`config.mk`:
```
export PLATFORM = sky130hd
export DESIGN_NAME = control_sequencer
export DESIGN_NICKNAME = d
export VERILOG_FILES = /design/src/rtl/control_sequencer_pkg.sv /design/src/rtl/control_sequencer_decoder.sv /design/src/rtl/control_sequencer.sv
export SDC_FILE = /design/constraint.sdc
export NUM_CORES = 1
export LEC_CHECK = 0
export CAP_MARGIN = 20
export CORE_ASPECT_RATIO = 0.5
export CORE_MARGIN = 4
export CORE_UTILIZATION = 35
export CTS_BUF_LIST = sky130_fd_sc_hd__clkbuf_4 sky130_fd_sc_hd__clkbuf_8
export DETAILED_ROUTE_END_ITERATION = 6
export PLACE_DENSITY_LB_ADDON = 0.25
export SYNTH_ARGS = -nofsm -noshare
export SYNTH_HDL_FRONTEND = slang
export SYNTH_SLANG_ARGS = --single-unit
```
`constraint.sdc`:
```
create_clock -name clk -period 3.2 [get_ports clk]
set_input_delay 0.32 -clock clk [delete_from_list [all_inputs] [get_ports clk]]
set_output_delay 0.32 -clock clk [all_outputs]
set_load 0.02 [all_outputs]
```
`src/rtl/control_sequencer_pkg.sv`:
```
// Shared definitions for the FRANK6000 control path: opcodes, control-word
// bit positions, sequencer state encoding and the per-opcode control table.
package frank_ctrl_pkg;

  // Control word layout, bit 14 first
  localparam int unsigned CW_W         = 15;
  localparam int unsigned CW_JUMP      = 14;
  localparam int unsigned CW_JMODE_HI  = 13;
  localparam int unsigned CW_JMODE_LO  = 12;
  localparam int unsigned CW_CALL      = 11;
  localparam int unsigned CW_RET       = 10;
  localparam int unsigned CW_ADDRIN    = 9;
  localparam int unsigned CW_FRIN      = 8;
  localparam int unsigned CW_WREGIN_HI = 7;
  localparam int unsigned CW_WREGIN_LO = 6;
  localparam int unsigned CW_ALUIN1    = 5;
  localparam int unsigned CW_ALUIN2    = 4;
  localparam int unsigned CW_ADDRW     = 3;
  localparam int unsigned CW_FRW       = 2;
  localparam int unsigned CW_WREGW     = 1;
  localparam int unsigned CW_STATUSW   = 0;

  // Keeps the select field (14:4), clears the write strobes (3:0)
  localparam logic [CW_W-1:0] CW_SEL_MASK = 15'h7FF0;

  // Opcodes
  localparam logic [3:0] OP_NOP    = 4'h0;
  localparam logic [3:0] OP_R2_FLR = 4'h1;
  localparam logic [3:0] OP_LOOPF  = 4'h2;
  localparam logic [3:0] OP_CALL   = 4'h3;
  localparam logic [3:0] OP_RET    = 4'h4;
  localparam logic [3:0] OP_JMP    = 4'h5;
  localparam logic [3:0] OP_JZ     = 4'h6;
  localparam logic [3:0] OP_JC     = 4'h7;
  localparam logic [3:0] OP_ADD    = 4'h8;
  localparam logic [3:0] OP_LDF    = 4'h9;

  typedef enum logic [2:0] {
    ST_FETCH  = 3'd0,
    ST_DECODE = 3'd1,
    ST_EXEC   = 3'd2,
    ST_WB     = 3'd3,
    ST_HALT   = 3'd4,
    ST_FAULT  = 3'd5
  } state_t;

  typedef struct packed {
    logic [CW_W-1:0] cw;
    logic            illegal;
  } dec_t;

  // Control-unit truth table: opcode -> control word, unlisted opcodes illegal
  function automatic dec_t cw_lookup(input logic [3:0] op);
    dec_t d;
    d.cw      = '0;
    d.illegal = 1'b0;
    case (op)
      OP_NOP:    d.cw = 15'b000000000000000;
      OP_R2_FLR: d.cw = 15'b001000000010011;
      OP_LOOPF:  d.cw = 15'b000000000000000;
      OP_CALL:   d.cw = 15'b000101000001000;
      OP_RET:    d.cw = 15'b000011000001000;
      OP_JMP:    d.cw = 15'b100001000001000;
      OP_JZ:     d.cw = 15'b101001000001000;
      OP_JC:     d.cw = 15'b110001000001000;
      OP_ADD:    d.cw = 15'b000000011100011;
      OP_LDF:    d.cw = 15'b000000100000100;
      default:   d.illegal = 1'b1;
    endcase
    return d;
  endfunction

endpackage

```
`src/rtl/control_sequencer_decoder.sv`:
```
// Combinational opcode decoder: opcode -> control word plus illegal flag.
module control_decoder
  import frank_ctrl_pkg::*;
#(
  parameter int unsigned OPC_W = 4
) (
  input  logic [OPC_W-1:0] i_opcode,
  output logic [CW_W-1:0]  o_cw,
  output logic             o_illegal
);

  logic [3:0] w_op;
  logic       w_hi_set;
  dec_t       w_dec;

  // Opcodes wider than the table are illegal when any upper bit is set
  if (OPC_W > 4) begin : g_wide
    assign w_op     = i_opcode[3:0];
    assign w_hi_set = |i_opcode[OPC_W-1:4];
  end else begin : g_narrow
    assign w_op     = 4'(i_opcode);
    assign w_hi_set = 1'b0;
  end

  // Table lookup; an illegal opcode yields an all-zero word
  always_comb begin
    w_dec     = cw_lookup(w_op);
    o_illegal = w_dec.illegal | w_hi_set;
    o_cw      = o_illegal ? '0 : w_dec.cw;
  end

endmodule

```
`src/rtl/control_sequencer.sv`:
```
// Multi-cycle FRANK6000 control sequencer: fetch/decode/execute/writeback
// with call-depth tracking, LOOPF halt/resume, stall support and sticky fault.
module control_sequencer
  import frank_ctrl_pkg::*;
#(
  parameter  int unsigned OPC_W       = 4,
  parameter  int unsigned STACK_DEPTH = 8,
  localparam int unsigned SP_W        = $clog2(STACK_DEPTH + 1)
) (
  input  logic             clk,
  input  logic             rst,
  output logic             fetch_req,
  input  logic             fetch_ack,
  input  logic [OPC_W-1:0] instr_opcode,
  input  logic             stall,
  input  logic             cond_true,
  input  logic             resume,
  output logic [CW_W-1:0]  ctrl_word,
  output logic             stack_push,
  output logic             stack_pop,
  output logic [SP_W-1:0]  sp,
  output logic             halted,
  output logic             fault
);

  localparam logic [SP_W-1:0] SP_MAX = SP_W'(STACK_DEPTH);

  state_t           r_state, w_state_nxt;
  logic [OPC_W-1:0] r_opc, w_opc_nxt;
  logic [CW_W-1:0]  r_cw, w_cw_nxt;
  logic [SP_W-1:0]  r_sp, w_sp_nxt;
  logic             r_fault, w_fault_nxt;
  logic             w_fetch;
  logic [CW_W-1:0]  w_dec_cw;
  logic             w_dec_illegal;

  control_decoder #(
    .OPC_W (OPC_W)
  ) u_decoder (
    .i_opcode  (r_opc),
    .o_cw      (w_dec_cw),
    .o_illegal (w_dec_illegal)
  );

  // State, latched opcode, control word, call depth and fault flag
  always_ff @(posedge clk or posedge rst) begin
    if (rst) begin
      r_state <= ST_FETCH;
      r_opc   <= '0;
      r_cw    <= '0;
      r_sp    <= '0;
      r_fault <= 1'b0;
    end else begin
      r_state <= w_state_nxt;
      r_opc   <= w_opc_nxt;
      r_cw    <= w_cw_nxt;
      r_sp    <= w_sp_nxt;
      r_fault <= w_fault_nxt;
    end
  end

  // Next-state and output decode for the instruction sequence
  always_comb begin
    w_state_nxt = r_state;
    w_opc_nxt   = r_opc;
    w_cw_nxt    = r_cw;
    w_sp_nxt    = r_sp;
    w_fault_nxt = r_fault;
    w_fetch     = 1'b0;
    ctrl_word   = '0;
    stack_push  = 1'b0;
    stack_pop   = 1'b0;
    halted      = 1'b0;
    case (r_state)
      ST_FETCH: begin
        w_fetch = 1'b1;
        if (fetch_ack) begin
          w_opc_nxt   = instr_opcode;
          w_state_nxt = ST_DECODE;
        end
      end
      ST_DECODE: begin
        // cw_reg is only loaded at the end of DECODE, so this cycle shows the
        // decoder output directly to keep the select field visible now
        ctrl_word = w_dec_cw & CW_SEL_MASK;
        w_cw_nxt  = w_dec_cw;
        if (w_dec_illegal) begin
          w_fault_nxt = 1'b1;
          w_state_nxt = ST_FAULT;
        end else begin
          w_state_nxt = ST_EXEC;
        end
      end
      ST_EXEC: begin
        ctrl_word = r_cw & CW_SEL_MASK;
        if (!stall) begin
          if (r_cw[CW_CALL] && (r_sp == SP_MAX)) begin
            w_fault_nxt = 1'b1;
            w_state_nxt = ST_FAULT;
          end else if (r_cw[CW_RET] && (r_sp == '0)) begin
            w_fault_nxt = 1'b1;
            w_state_nxt = ST_FAULT;
          end else begin
            if (r_cw[CW_JUMP] && !cond_true) begin
              w_cw_nxt[CW_JUMP] = 1'b0;
            end
            w_state_nxt = ST_WB;
          end
        end
      end
      ST_WB: begin
        ctrl_word = r_cw;
        if (r_cw[CW_CALL]) begin
          stack_push = 1'b1;
          w_sp_nxt   = r_sp + SP_W'(1);
        end else if (r_cw[CW_RET]) begin
          stack_pop = 1'b1;
          w_sp_nxt  = r_sp - SP_W'(1);
        end
        w_state_nxt = (r_opc == OPC_W'(OP_LOOPF)) ? ST_HALT : ST_FETCH;
      end
      ST_HALT: begin
        halted = 1'b1;
        if (resume) begin
          w_state_nxt = ST_FETCH;
        end
      end
      ST_FAULT: begin
        w_state_nxt = ST_FAULT;
      end
      default: begin
        w_state_nxt = ST_FETCH;
      end
    endcase
  end

  // Reset is asynchronous, so the fetch request is held off while it is asserted
  assign fetch_req = w_fetch & ~rst;
  assign sp        = r_sp;
  assign fault     = r_fault;

endmodule
```
### Yosys cells after proc, flatten, opt, wreduce, memory -nomap -nowiden

Cells that the tools add are included.

| cells by class | value |
|---|---|
| add/sub/neg operators | 2 |
| $mul | 0 |
| divide/modulo/power cells | 0 |
| $lt $le $gt $ge | 0 |
| equality and inequality tests | 23 |
| shift operators | 0 |
| mux-type cells | 30 |
| bitwise logic cells | 2 |
| reduce and logical (&&, ||, !) cells | 15 |

Operators with widths:

| cell | count |
|---|---|
| one-hot mux 15 bit (8 select lines) | 1 |
| one-hot mux 15 bit (3 select lines) | 1 |
| two-way mux 3 bit | 7 |
| one-hot mux 3 bit (6 select lines) | 1 |
| == test 4 x 3 -> 1 bit (second input constant) | 4 |
| two-way mux 1 bit | 15 |
| two-way mux 15 bit | 1 |
| != test 2 bit (second input constant) | 7 |
| == test 4 bit (second input constant) | 3 |
| OR reduction 10 bit | 1 |
| == test 4 x 2 -> 1 bit (second input constant) | 2 |
| zero test 4 bit | 2 |
| two-way mux 4 bit | 2 |
| == test 3 x 2 -> 1 bit (second input constant) | 2 |
| == test 3 bit (second input constant) | 2 |
| AND reduction 5 bit | 1 |
| adder 4 x 1 -> 4 bit (second input constant) | 1 |
| == test 4 x 1 -> 1 bit (second input constant) | 1 |
| one-hot mux 1 bit (2 select lines) | 2 |
| AND reduction 2 bit | 2 |
| AND reduction 4 bit | 1 |
| nonzero test 2 bit | 2 |
| subtractor 4 x 1 -> 4 bit (second input constant) | 1 |
| == test 3 x 1 -> 1 bit (second input constant) | 1 |
| other kinds (7) | 9 |

| storage, ports and cells | value |
|---|---|
| register bits | 27 |
| latch bits | 0 |
| RAM bits | 0 |
| ROM bits | 0 |
| input bits | 10 |
| output and inout bits | 24 |
| memories kept | 0 |

### Depth between registers and ports, before layout

| depth | value |
|---|---|
| depth in word-level cells | 7 |
| depth in mapped cells | 7 |
| gate-level depth less buffers | 6 |

### Modules after synthesis

A second synthesis with hierarchy kept.

| unflattened totals | value |
|---|---|
| cells, all modules | 146 |
| area, all modules | 1572.8 um2 |

By module, submodules not included:

| module | instances | cells each | area an instance (um2) |
|---|---|---|---|
| control_sequencer | 1 | 119 | 1391.3 |
| control_decoder | 1 | 27 | 181.4 |

### Worst setup path after synthesis

No wires, ideal clock.

| timing path | value |
|---|---|
| path type | register -> output |
| start point | register r_state[1] |
| end point | output ctrl_word[6] |
| arrival | 1.729 ns |
| setup slack | 1.151 ns |
| stages on the path, launching flop included | 7 |
| path buffers | 2 |
| path through | dfrtp_1 > buf_6 > nand2b_1 > nor2_1 > nand3_1 > o21ai_0 > buf_4 |

| on the way | value |
|---|---|
| cells in the longest elaborated chain, start to end | 2 |
| elaborated cells on any way between the ends | 4 |
| classes of those cells | eq/ne: 3; mux: 1 |

RTL lines:

| what | RTL line | text |
|---|---|---|
| start: declaration | control_sequencer.sv:28 | `state_t r_state, w_state_nxt;` |
| start signal: assignment | control_sequencer.sv:54 | `r_state <= w_state_nxt;` |
| == test 3 x 2 -> 1 bit / == test 3 x 1 -> 1 bit (equally long branches) | control_sequencer.sv:74 | `case (r_state)` |
| one-hot mux 15 bit (3 select lines) * | control_sequencer.sv:74 |  |
| end: declaration | control_sequencer.sv:18 | `output logic [CW_W-1:0] ctrl_word,` |

Mark *: on every way between the ends. The rest lies on a longest branch, timed or not.

### Final worst setup path

| timing path | value |
|---|---|
| start point | register r_state[0] |
| end point | output ctrl_word[11] |

Same word-level chain as after synthesis.

==> results.cfg <==
[outcome]
status = complete, no violations

[clock_tree]
cts_tree = built
cts_buffer_depth = 2
cts.htree.levels = 1
path_clk_slew_ps = 80
post_cts_buffers = 0
cts_repair_resize_count = 0
cts_buffers = 3
clk_latency_ps = 260
cts.sinks = 22
clockRootBuffer = clkbuf_8
hold_buffers = 0

[grt]
grt_pass1_vias = 970
grt_max_degree = 23
grt_pass1_wl_um = 4690
antenna_found_initial = 0
grt.overflow.total = 0
groute.usage.overall_pct = 12.5

[pwr]
p_leak_nw = 0.763
total_power_mw = 1.57
power.density_nw_per_um2 = 923
ir_drop_mv = 0.314

[timing]
rsz0062_at_grt = false
drv_slew = 0
setup_viol = 0
min_period_over_period_pct = 88.8
max_freq_ghz = 0.352
setup_ws_ps = 360
tightest_slew_ps = 853
slew_headroom_pct = 43.1
tns_ps = 0
fin_skew_ps = 1.76
hold_viol_final = 0
min_period_ps = 2840

[logic_synthesis]
synth.distinct_cells = 38
ys_warn_count = 0
synth_top_area_share_pct = 41.0
synth_area_leaders = dfrtp_1, nand2_1, mux2_2
synth_area_um2 = 1340
syn_nets = 157
synth-seq-cells = 22
ys_seq_area_share_pct = 41.0
syn_inst = 144
avgSynthCellArea_um2 = 9.32
yosys.area.top_type = dfrtp_1

[min_path]
min_path_type = register to register
worstHoldPathCells = 1
min_to = r_cw[12]
hold_path_startpoint = r_cw[12]

[drt]
drt_pass1_iterations = 5
drtAntennaViolNets = 0
vias = 1082
wl_per_cell_um = 13.1
drcViolationCount = 0
avgViaCountPerCell = 4.92
drt_iter0_markers = 49
wl_um = 2890

[critical_path]
slowest_delay_ps = 690
arrival_ps = 2520
path_class = register to output pin
cp_slowest_cell = dfrtp_1
ff2ff_path_depth = 5
reg2reg_from = r_state[1]
critPathTopFamily = simple AND/OR/NAND/NOR gates
rrSetupSlack_ps = 1460
crit_buf_inv = 1
end_kind = output pin
start_kind = register
crit_fanout = 17
cp_cell_sequence = or3b_4, nor2_4, nand2_2, o21ai_1, clkdlybuf4s50_1
r2r_end = sp[1]
critPathRequiredTime_ps = 2880

[cells_and_area]
layout_common_cells = clkdlybuf4s50_1, nand2_1, dfrtp_1, inv_1, mux2_2
final_nets = 183
antennaDiodeCount = 0
syn2layout_area_growth_pct = 26.7
fin_util_pct = 47.7
drive_gt1_share_pct = 11.2
layout_commonest_cell = clkdlybuf4s50_1

[floorplanning]
dieArea_um2 = 4950
core_region_area_um2 = 3570
die_w_um = 95.6
start_util_pct = 37.6
fp.dieH_um = 51.8
ios = 34
num_rows = 15

[placement]
dpl.hpwl_um = 2130
routabilityCongestion = 0.805
numPortBuffers = 33
pre_cts_ws_ps = 641

[run]
max-cap-violations = 0
[sequential cells by signal, summed over array words and instances (netlist names)]
name	cells
r_opc	4
r_cw	10
sp	4
r_state	3
fault	1
[through the flow]
step	cells	area, um2	hold WS [ps]
2_1_floorplan	144	1340	309
3_3_place_gp	216	1650	464
3_5_place_dp	216	1650	466
4_1_cts	220	1700	486
5_1_grt	220	1700	507
6_report	220	1700	483
[cell usage after synthesis]
library cell	n
nand2_2	1
o311ai_0	1
xnor2_1	1
o31ai_2	1
nand4_1	2
or2_1	1
nor3_1	4
ha_1	2
xor2_1	3
o21ai_0	4
o21ai_1	5
nor4_1	2
nor2_4	1
o21bai_1	1
a21o_1	5
nand2b_1	2
nor4b_4	1
a31oi_1	4
nor3_2	1
o22ai_1	2
a211o_1	1
nor2_1	5
a21oi_1	6
or3b_4	1
nor2b_1	2
nor2_2	1
nand3_1	5
buf_6	4
buf_4	3
buf_2	6
mux2_2	7
fa_1	1
nand3b_1	1
mux2i_1	2
nand2_1	22
inv_1	8
dfrtp_1	22
and3_1	3
[logic make-up (layout without fill, tap and decap cells)]
group | Yosys count | after routing | share of synthesized area [%]
DFF | 22 | 22 | 41.0
muxes | 9 | 9 | 7.36
AOI/OAI and AO/OA | 30 | 30 | 14.0
xor gates and xnor gates | 4 | 4 | 2.61
adders and majority gates | 3 | 3 | 3.35
buffers and inverters | 21 | 46 | 9.51
and+or+nand+nor | 55 | 55 | 22.2
[metal layers]
| layer | up-vias | GRT usage [%] | wire (um) |
|---|---|---|---|
| met4 | 0 | 3.54 | 26 |
| met1 | 504 | 17.3 | 1350 |
| met3 | 2 | 2.75 | 144 |
| met2 | 30 | 19.6 | 1360 |
| met5 | - | 0 | 0 |
| li1 | 546 | - | - |
[worst max-delay path by stage]
stage          startpoint             to  slack [ps]  cells after the start
6_report       r_state[0]  ctrl_word[11]         360                      5
2_1_floorplan  r_state[1]   ctrl_word[6]        1150                      6
4_1_cts        r_state[0]  ctrl_word[13]         340                      5
3_5_place_dp   r_state[0]  ctrl_word[11]         640                      5
5_1_grt        r_state[0]  ctrl_word[13]         220                      5
3_3_place_gp   r_state[0]  ctrl_word[13]         670                      5
[worst register-to-register path: cells and delay by family, from the launching register on]
family	cells	cell delay, ps
DFF	1	550
and+or+nand+nor	3	500
muxes	1	360
buffers and inverters	1	220
[cell type report]
| class | instances | area [um2] |
|---|---|---|
| sequential | 22 | 551 |
| clock buffer | 4 | 55.1 |
| tap | 51 | 63.8 |
| inverter | 8 | 30.0 |
| timing repair buffer | 34 | 338 |
| multi-input combinational | 101 | 664 |
| fill | 346 | 1860 |
[report_power, final]
| part | internal [mW] | leakage (nW) | total [mW] | switching (mW) |
|---|---|---|---|---|
| Clock | 0.110 | 0.0288 | 0.199 | 0.0891 |
| Sequential | 0.399 | 0.283 | 0.597 | 0.198 |
| Combinational | 0.376 | 0.451 | 0.774 | 0.398 |
| Total | 0.885 | 0.763 | 1.57 | 0.685 |
(Power assumes the default switching activity.)
